[src/rtl/pc_pkg.sv]
// Shared definitions for the program-counter unit: FSM state encoding,
// default vectors and the next-PC select encoding.
package pc_pkg;

  localparam logic [1:0] BOOT   = 2'd0;
  localparam logic [1:0] RUN    = 2'd1;
  localparam logic [1:0] HALTED = 2'd2;

  localparam logic [31:0] DEFAULT_RESET_VECTOR = 32'h0000_0000;
  localparam logic [31:0] DEFAULT_TRAP_VECTOR  = 32'h0000_0100;

  typedef enum logic [2:0] {
    SEL_SEQ    = 3'd0,
    SEL_HOLD   = 3'd1,
    SEL_BRANCH = 3'd2,
    SEL_TRAP   = 3'd3,
    SEL_MRET   = 3'd4
  } pc_sel_e;

endpackage

[src/rtl/pc_next_sel.sv]
// Next-PC priority selection and redirect misalignment check; purely combinational.
module pc_next_sel
  import pc_pkg::*;
#(
  parameter int N   = 32,
  parameter int INC = 4
) (
  input  logic [1:0]   state,
  input  logic         trapReq,
  input  logic         branchTaken,
  input  logic [N-1:0] branchTarget,
  input  logic         mretReq,
  input  logic         halt,
  input  logic         stall,
  output pc_sel_e      sel,
  output logic         trap_misaligned
);

  // With INC=1 the mask is zero, so no target can be misaligned.
  localparam logic [N-1:0] ALIGN_MASK = N'(INC - 1);

  logic target_misaligned_s;

  assign target_misaligned_s = ((branchTarget & ALIGN_MASK) != {N{1'b0}});

  // Priority encoder over the request inputs, qualified by the current state.
  always_comb begin
    sel             = SEL_HOLD;
    trap_misaligned = 1'b0;
    case (state)
      RUN: begin
        if (trapReq) begin
          sel             = SEL_TRAP;
          trap_misaligned = 1'b0;
        end else if (branchTaken && target_misaligned_s) begin
          sel             = SEL_TRAP;
          trap_misaligned = 1'b1;
        end else if (mretReq) begin
          sel = SEL_MRET;
        end else if (branchTaken) begin
          sel = SEL_BRANCH;
        end else if (halt || stall) begin
          sel = SEL_HOLD;
        end else begin
          sel = SEL_SEQ;
        end
      end
      HALTED: begin
        if (trapReq) begin
          sel = SEL_TRAP;
        end else begin
          sel = SEL_HOLD;
        end
      end
      default: begin
        sel             = SEL_HOLD;
        trap_misaligned = 1'b0;
      end
    endcase
  end

endmodule

[src/rtl/pc_unit.sv]
// Program-counter unit: fetch address register, BOOT/RUN/HALTED control,
// trap entry/return with saved exception PC.
module pc_unit
  import pc_pkg::*;
#(
  parameter int          N            = 32,
  parameter int          INC          = 4,
  parameter logic [31:0] RESET_VECTOR = DEFAULT_RESET_VECTOR,
  parameter logic [31:0] TRAP_VECTOR  = DEFAULT_TRAP_VECTOR
) (
  input  logic         clk,
  input  logic         reset,
  input  logic         stall,
  input  logic         branchTaken,
  input  logic [N-1:0] branchTarget,
  input  logic         trapReq,
  input  logic         mretReq,
  input  logic         halt,
  input  logic         resume,
  output logic [N-1:0] pc,
  output logic [N-1:0] pcPlusInc,
  output logic [N-1:0] epc,
  output logic         misaligned,
  output logic         fetchValid,
  output logic [1:0]   state
);

  localparam logic [N-1:0] RESET_PC = N'(RESET_VECTOR);
  localparam logic [N-1:0] TRAP_PC  = N'(TRAP_VECTOR);
  localparam logic [N-1:0] INC_N    = N'(INC);

  logic [1:0]   state_r;
  logic [1:0]   state_next_s;
  logic [N-1:0] pc_r;
  logic [N-1:0] pc_next_s;
  logic [N-1:0] epc_r;
  logic         misaligned_r;
  logic [N-1:0] pc_plus_inc_s;
  logic         fetch_valid_s;
  pc_sel_e      sel_s;
  logic         trap_misaligned_s;

  pc_next_sel #(
    .N   (N),
    .INC (INC)
  ) u_next_sel (
    .state           (state_r),
    .trapReq         (trapReq),
    .branchTaken     (branchTaken),
    .branchTarget    (branchTarget),
    .mretReq         (mretReq),
    .halt            (halt),
    .stall           (stall),
    .sel             (sel_s),
    .trap_misaligned (trap_misaligned_s)
  );

  // State register.
  always_ff @(posedge clk or posedge reset) begin
    if (reset) begin
      state_r <= BOOT;
    end else begin
      state_r <= state_next_s;
    end
  end

  // Next-state logic; halt only takes effect when no redirect was selected.
  always_comb begin
    state_next_s = state_r;
    case (state_r)
      BOOT: begin
        state_next_s = RUN;
      end
      RUN: begin
        if (halt && (sel_s == SEL_HOLD)) begin
          state_next_s = HALTED;
        end else begin
          state_next_s = RUN;
        end
      end
      HALTED: begin
        if (trapReq || resume) begin
          state_next_s = RUN;
        end else begin
          state_next_s = HALTED;
        end
      end
      default: begin
        state_next_s = BOOT;
      end
    endcase
  end

  // Output logic derived from the registered state and PC.
  always_comb begin
    fetch_valid_s = (state_r == RUN);
    pc_plus_inc_s = pc_r + INC_N;
  end

  // Next-PC multiplexer.
  always_comb begin
    pc_next_s = pc_r;
    case (sel_s)
      SEL_SEQ:    pc_next_s = pc_plus_inc_s;
      SEL_HOLD:   pc_next_s = pc_r;
      SEL_BRANCH: pc_next_s = branchTarget;
      SEL_TRAP:   pc_next_s = TRAP_PC;
      SEL_MRET:   pc_next_s = epc_r;
      default:    pc_next_s = pc_r;
    endcase
  end

  // PC, exception PC and misaligned flag; the latter two change only on trap entry.
  always_ff @(posedge clk or posedge reset) begin
    if (reset) begin
      pc_r         <= RESET_PC;
      epc_r        <= {N{1'b0}};
      misaligned_r <= 1'b0;
    end else begin
      pc_r <= pc_next_s;
      if (sel_s == SEL_TRAP) begin
        epc_r        <= pc_r;
        misaligned_r <= trap_misaligned_s;
      end
    end
  end

  assign pc         = pc_r;
  assign pcPlusInc  = pc_plus_inc_s;
  assign epc        = epc_r;
  assign misaligned = misaligned_r;
  assign fetchValid = fetch_valid_s;
  assign state      = state_r;

endmodule

[config.mk]
export PLATFORM = sky130hd
export DESIGN_NAME = pc_unit
export DESIGN_NICKNAME = d
export VERILOG_FILES = /design/src/rtl/pc_pkg.sv /design/src/rtl/pc_next_sel.sv /design/src/rtl/pc_unit.sv
export SDC_FILE = /design/constraint.sdc
export NUM_CORES = 1
export LEC_CHECK = 0
export ABC_AREA = 1
export CAP_MARGIN = 20
export CORE_ASPECT_RATIO = 0.75
export CORE_MARGIN = 4
export CORE_UTILIZATION = 46
export CTS_CLUSTER_SIZE = 16
export DETAILED_ROUTE_END_ITERATION = 16
export GPL_TIMING_DRIVEN = 0
export HOLD_SLACK_MARGIN = 0.1
export PLACE_DENSITY = 0.81
export SYNTH_ARGS = -nofsm -noshare
export SYNTH_HDL_FRONTEND = slang
export SYNTH_HIERARCHICAL = 1
export SYNTH_SLANG_ARGS = --single-unit
[constraint.sdc]
create_clock -name clk -period 2.75 [get_ports clk]
set_clock_uncertainty 0.05 [all_clocks]
set_input_delay 0.275 -clock clk [delete_from_list [all_inputs] [get_ports clk]]
set_output_delay 0.275 -clock clk [all_outputs]
set_load 0.05 [all_outputs]
; ---- After elaboration in Yosys (flattened, before gate mapping)
; Index checks and enable logic that the tools add are counted.
[totals]
register_bits = 67
in_bits = 40
wordCells = 33
[op_classes]
n_addsub = 1
eq_ne = 6
n_mux = 14
reduce_logical = 8
[op_table]
columns = op, count
row1 = $pmux 32 s4, 1
row2 = $add 32x3->32 const B, 1
row3 = $reduce_bool 32->1, 1
row4 = $mux 3, 4
row5 = $eq 3x2->1 const B, 2
row6 = $mux 2, 3
row7 = $pmux 2 s3, 1
row8 = $pmux 3 s2, 1
row9 = $mux 1, 4
row10 = $reduce_bool 4->1, 1
row11 = $eq 3x1->1 const B, 1
row12 = $eq 3x3->1 const B, 1
row13 = $logic_not 3->1, 1
row14 = $eq 2x1->1 const B, 1
row15 = $eq 2x2->1 const B, 1
row16 = $logic_and 1x1->1, 2
row17 = $logic_not 2->1, 1
row18 = $logic_or 1x1->1, 2

; ---- Logic depth before layout (Yosys ltp)
; Gate-level depths: netlist of the first run.
[depth]
depth_word = 11
ltp_mapped = 15
depth_no_buf = 15

; ---- Modules after synthesis
; The synthesis of the first run kept the hierarchy.
[by_module_without_submodules]
columns = mod, n_inst, cells_each, area_each_um2
row1 = pc_unit, 1, 542, 3947.5
row2 = pc_next_sel, 1, 26, 126.4

; ---- Least setup slack after synthesis of the first run
; OpenSTA, ideal clock, no wires.
[synth_path]
kind = flip-flop to output port
startpoint = register pc_r[3] (netlist: pc[3])
endpoint = output pcPlusInc[16]
arrival_ns = 2.198
slack_ns = 0.227
stages_incl_launch_ff = 6
path_buffers = 0
cell_sequence = dfrtp_1 ha_1 nand3_1 nor2_1 nand3_2 xor2_1
[synth_via]
elab_chain_len = 1
[synth_lines]
columns = item, line
row1 = "start, declared", pc_unit.sv:34  ; logic [N-1:0] pc_r;
row2 = "start signal, assigned", pc_unit.sv:120  ; pc_r <= pc_next_s;
row3 = $add 32x3->32, pc_unit.sv:97  ; pc_plus_inc_s = pc_r + INC_N;
row4 = "end, declared", pc_unit.sv:21  ; output logic [N-1:0] pcPlusInc,
; No other way between the ends.

; ---- Worst setup path in the final report of the first run
[layout_path]
startpoint = register pc_r[19] (netlist: pc[19])
endpoint = output pcPlusInc[30]
; The elaborated chain is that of the path after synthesis.

==> out/metrics.yaml, run 1 <==
status: "finished clean"
ant_nets: 0
wl_met2_mm: 6.632
wl_per_cell_um: 17.98
drc_errors: 0
yosys_warnings: 6
min_period_ns: 2.627
cap_violations: 0
grt_overflow: 0
tritoncts: "done"
antenna_cells: 0
vias: 4631
slew-limit-headroom: 0.4144
setup_viol: 0
synth_edf_count: 0
grt_pass1_vias: 4540
start_kind: "flip-flop"
utilization: 0.6916
syn_area_um2: 4074
final_nets: 761
cts-root-buf: "clkbuf_16"
initial_utilization: 0.4778
clockBufferDepth: 2
place.detailed.hpwl_mm: 10.64
drive_above_1_share: 0.1107
wl_mm: 14.94
core_area_um2: 8527
rows: 29
post-place-ws_ns: 0.1009
synth_nets: 611
via_per_inst: 5.573
htreeDepth: 3
required_ns: 2.42
yosysTopAreaCellShare: 0.4115
crit_chain: "nand2_1 -> nor2_1 -> nand2_1 -> nor2_1 -> nand3_1 -> nand2_1 -> dlygate4sd2_1"
critPathMaxStageDelay_ns: 0.53
tightest_slew_ns: 0.8784
cts.sinks: 67
hold_viol: 0
p_leak_nw: 2.867
gp_congestion: 0.9375
die_h_um: 89.50
port-buffer-count: 139
clk_pin_slew_ns: 0.06
ys_types: 35
worstSetupPathType: "reg -> out"
insertion_delay_ns: 0.34
grt_max_degree: 68
rsz0062_at_grt: "no"
synthToLayoutAreaGrowth_pct: 44.75
syn-instance-count: 568
cts_hold_buf: 0
pin_count: 140
max_freq_ghz: 0.3807
arrival_ns: 2.30
cpMostUsedCell: "nand2_1"
drv_slew: 0
synth-seq-area-share: 0.4115
async_flop_share: 1.000
cpMaxStageDelayCell: "dlygate4sd2_1"
die-area_um2: 10440
cp_top_family: "simple AND/OR/NAND/NOR gates"
synth.avg_cell_area_um2: 7.172
synth_area_leader_cell: "dfrtp_1"
wl_met3_mm: 1.787
antenna_found_initial: 0
die_w_um: 116.7
dr.pass1.iters: 5
highest_layer: "met4"
p_per_area_nw_per_um2: 1517
ir_drop_uv: 913.4
hp-class: "in -> async"
drt_iter0_drc: 575
cp-end-kind: "primary output"
synthTopCellsByArea: "dfrtp_1, nand2_1, inv_1"
synthFlopType: "dfrtp_1"
ys_ff_latch: 67
track_usage: 0.2879
postLayoutSetupSlackWorst_ns: 0.1232
drt-met1-wl_mm: 6.175
final.setup.tns_ns: 0
crit_path_max_fanout: 5
period_share: 0.9552
cts_made_buffers: 9
grt_pass1_wl_mm: 22.91
critPathBufInv: 1
-- stage by stage --
stage	total power, mW	hold slack (ns)	cells	area [um2]
2_1_floorplan	5.596	0.3579	568	4074
3_3_place_gp	7.423	0.4459	815	5600
3_5_place_dp	7.572	0.4555	815	5603
4_1_cts	8.904	0.4577	831	5926
5_1_grt	9.370	0.4982	831	5897
6_report	8.948	0.4202	831	5897
-- final timing paths --
path                       startpoint       endpoint  slack [ns]  cells after the start
setup / recovery               pc[19]  pcPlusInc[30]        0.12                      7
hold / removal                  reset         epc[4]        0.42                      2
setup reg to reg             state[1]        epc[23]        0.23                     10
hold reg to reg               epc[13]        epc[13]        0.46                      2
max in group asynchronous       reset         pc[13]        1.65                      2
min in group clk              epc[13]        epc[13]        0.46                      2
-- power by group --
group | switching, mW | total [mW] | internal (mW)
clock network | 0.467 | 1.38 | 0.912
registers | 0.460 | 1.86 | 1.40
logic | 4.04 | 5.71 | 1.67
total | 4.97 | 8.95 | 3.98
-- registers in the layout, indices dropped and copies added (netlist names) --
| register | flops |
|---|---|
| epc | 32 |
| misaligned | 1 |
| pc | 32 |
| state | 2 |
-- layout by cell type, fill, tap and decap left out, types with 4 or more instances in the layout --
| master | n |
|---|---|
| a21oi_1 | 15 |
| a221oi_1 | 11 |
| buf_2 | 12 |
| clkbuf_16 | 9 |
| clkbuf_2 | 9 |
| clkdlybuf4s50_1 | 115 |
| dfrtp_1 | 67 |
| dlygate4sd2_1 | 12 |
| inv_1 | 65 |
| inv_2 | 4 |
| nand2_1 | 202 |
| nand2_2 | 9 |
| nand3_1 | 27 |
| nor2_1 | 52 |
| nor2_2 | 6 |
| nor2_4 | 5 |
| o21ai_0 | 37 |
| o21ai_1 | 7 |
| xor2_1 | 12 |
-- final cells by class --
class                           instances  area (um2)
Fill cell                             702        2630
Timing Repair Buffer                  139        1334
Clock inverter                          6       112.6
Multi-Input combinational cell        412        2022
Clock buffer                           10       239.0
Sequential cell                        67        1677
Buffer                                 19       112.6
Tap cell                              108       135.1
Inverter                               70       265.3
-- logic make-up after synthesis --
| kind of cell | count (synthesis) | share of synthesized area |
|---|---|---|
| mux | 3 | 0.008292 |
| compound gates | 79 | 0.1133 |
| buf+inv | 89 | 0.09214 |
| simple gates | 313 | 0.3335 |
| flops | 67 | 0.4115 |
| fa+ha+maj | 3 | 0.009215 |
| xor+xnor | 14 | 0.03194 |
-- synthesized netlist by cell type, types with 2 or more instances --
master    count
a221oi_1     11
nor2_2        6
nor2_1       52
nor2_4        5
dfrtp_1      67
mux2_2        3
buf_6         2
inv_2         4
buf_4         3
clkbuf_1      2
nand2_1     202
ha_1          3
nand3_2       3
o211ai_1      3
nand2_4       3
inv_1        66
nand2_2       9
buf_2        12
nand4_1       3
nand3_1      27
o21ai_1       7
a21oi_1      15
xor2_1       12
o21ai_0      37
-- layer usage --
metal  track usage  vias up
li1              -     2092
met1        0.3914     2176
met2        0.4512      320
met3       0.07240       43
met4        0.1010        0
met5             0        -
-- timing repair --
item / CTS / global route
endpoints found under the setup margin: 23 / 12
gates resized for setup: 23 / 21
buffers inserted: 0 / 0
Power figures use the tool's default switching activity.
==> run 2: changes to the inputs <==
Settings changed: CORE_UTILIZATION 46 to 47, PLACE_DENSITY 0.81 to 0.83.
Clock period 2.75 ns to 3.4 ns, I/O delays scaled along.
==> run 2 against run 1 <==
  * Utilization rose by 0.61 points
  * Design area is essentially flat
  * Global-route usage rose by 0.091 points
  * Sequential share of layout area is essentially flat
  * Critical endpoint is now pcPlusInc[24]
  * Clock-buffer cell count increased by 1
  * Register-to-register slack improved by 0.71 ns
  * Die area fell by 2.0%
  * Setup slack improved by 0.12 ns
  * Clock power shrank 32%
==> out/metrics.yaml, run 2 (synthesized netlist as in run 1, its figures left out) <==
post_cts_buffers: 0  # unchanged
place.detailed.hpwl_mm: 10.41  # -2.2%
die-area_um2: 10240  # -2.0%
drive_above_1_share: 0.09682  # -0.01383
setup_viol: 0  # unchanged
drv_slew: 0  # unchanged
final.setup.tns_ns: 0  # unchanged
worstSetupPathType: "reg -> out"
arrival_ns: 2.77  # +0.47 ns
hold_start: "epc[4]"
ant_nets: 0  # unchanged
drt_iter0_drc: 432  # -25%
pin_count: 140  # unchanged
rsz0062_at_grt: "no"
hold_viol: 0  # unchanged
layout_common_cells: "nand2_1, clkdlybuf4s50_1, dfrtp_1"
port-buffer-count: 139  # unchanged
switching_power_mw: 3.993  # -20%
ir_drop_uv: 681.2  # -25%
cp-end-kind: "primary output"
track_usage: 0.2889  # +0.0009131
cts.sinks: 67  # unchanged
p_leak_nw: 2.777  # -3.2%
grt_overflow: 0  # unchanged
htreeDepth: 3  # unchanged
wl_per_cell_um: 17.44  # -3.0%
cts_resized: 0  # -100%
start_kind: "flip-flop"
dp_cells: 815  # unchanged
grt_pass1_vias: 4455  # -1.9%
min_period_ns: 3.156
p_comb_frac: 0.659  # +0.021
wl_mm: 14.49  # -3.0%
vias: 4521  # -2.4%
antenna_found_initial: 0  # unchanged
instances_no_fill: 831  # unchanged
synthToLayoutAreaGrowth_pct: 44.78  # about the same
max_freq_ghz: 0.3169
holdWs_ns: 0.4613  # +0.04115 ns
drc_errors: 0  # unchanged
grt_pass1_wl_mm: 22.65  # -1.1%
antenna_cells: 0  # unchanged
insertion_delay_ns: 0.33  # about the same
core_area_um2: 8454  # -0.85%
tritoncts: "done"
slew-limit-headroom: 0.4331  # +0.01871
cp-startpoint: "pc[2]"
hp-class: "reg -> reg"
p_per_area_nw_per_um2: 1209  # -20%
cts-root-buf: "clkbuf_16"
gp_congestion: 0.9565  # +2.0%
status: "finished clean"
tightest_slew_ns: 0.8504  # -0.02807 ns
clk_pin_slew_ns: 0.06  # about the same
switching_share: 0.5600  # +0.004932
layout_commonest_cell: "nand2_1"
rows: 29  # unchanged
nFillCells: 703  # +0.14%
crit_path_max_fanout: 5  # unchanged
die_w_um: 115.5  # -0.99%
grt_max_degree: 68  # unchanged
cts_hold_buf: 0  # unchanged
dr.pass1.iters: 5  # unchanged
required_ns: 3.01  # +0.59 ns
clkPwrFrac: 0.132  # -0.022
die_h_um: 88.63  # -0.97%
seq_power_share: 0.209  # +0.002
clockBufferDepth: 2  # unchanged
cap_violations: 0  # unchanged
via_per_inst: 5.440  # -2.4%
utilization: 0.6976  # +0.006084
power.internal_mw: 3.138  # -21%
initial_utilization: 0.4819  # +0.004101
cts_made_buffers: 9  # unchanged
final_nets: 761  # unchanged
period_share: 0.9282
reg2reg_from: "state[1]"
-- run 2: cell types whose count changed in the layout (fill, tap and decap cells not counted), sizes merged --
cell / change
clkinvlp: +1
dlygate4sd2: -12
clkdlybuf4s50: +24
clkbuf: -8
bufinv: -2
dlymetal6s2s: -1
clkdlybuf4s15: -2
-- run 2: power groups by stage --
stage          combinational [mW]  sequential, mW  clock, mW
6_report                     4.70            1.49      0.942
5_1_grt                      4.99            1.53      0.980
4_1_cts                      4.69            1.48      0.939
3_5_place_dp                 4.63            1.49          0
3_3_place_gp                 4.53            1.48          0
2_1_floorplan                2.07            2.46          0
-- run 2: metrics by stage --
| step | instance area [um2] | power, mW | worst slack, ns |
|---|---|---|---|
| global route | 5898 | 7.502 | 0.1901 |
| global placement | 5600 | 6.008 | 0.1491 |
| finish | 5898 | 7.131 | 0.2442 |
| CTS | 5898 | 7.104 | 0.3101 |
| floorplan | 4074 | 4.526 | 0.8125 |
| detailed placement | 5603 | 6.121 | 0.7130 |
-- run 2: layer usage --
metal  wire length, um  GRT usage  vias up
li1                  -          -     2100
met1              5998     0.3849     2137
met2              6497     0.4522      251
met3              1793     0.1012       33
met4               203    0.07783        0
met5                 0          0        -
-- run 2: final cells by class --
| cell class | instances | area [um2] | share of cell area |
|---|---|---|---|
| sequential | 67 | 1677 | 0.2843 |
| multi-input combinational | 412 | 2022 | 0.3428 |
| buffer | 19 | 112.6 | 0.01909 |
| timing repair buffer | 139 | 1391 | 0.2359 |
| clock buffer | 11 | 242.7 | 0.04115 |
| tap | 108 | 135.1 | 0.02291 |
| inverter | 70 | 265.3 | 0.04497 |
| clock inverter | 5 | 52.55 | 0.008910 |
-- run 2: worst max-delay path: stages (launching register included) --
cell,delay (ns)
dfrtp_1,0.44
ha_1,0.23
nand3_1,0.15
nor2_1,0.25
nand3_2,0.19
nor2_1,0.20
nand2_1,0.10
nand2_2,0.08
clkdlybuf4s50_1,0.79
-- run 2: path summary, 6_finish.rpt --
path                                  to  slack [ns]  cells after the start
max                        pcPlusInc[24]        0.24                      8
min                               epc[4]        0.46                      2
max reg2reg                      epc[14]        0.94                     10
min reg2reg                       epc[4]        0.46                      2
max in group asynchronous         pc[30]        2.24                      2
min in group asynchronous         epc[4]        0.49                      2
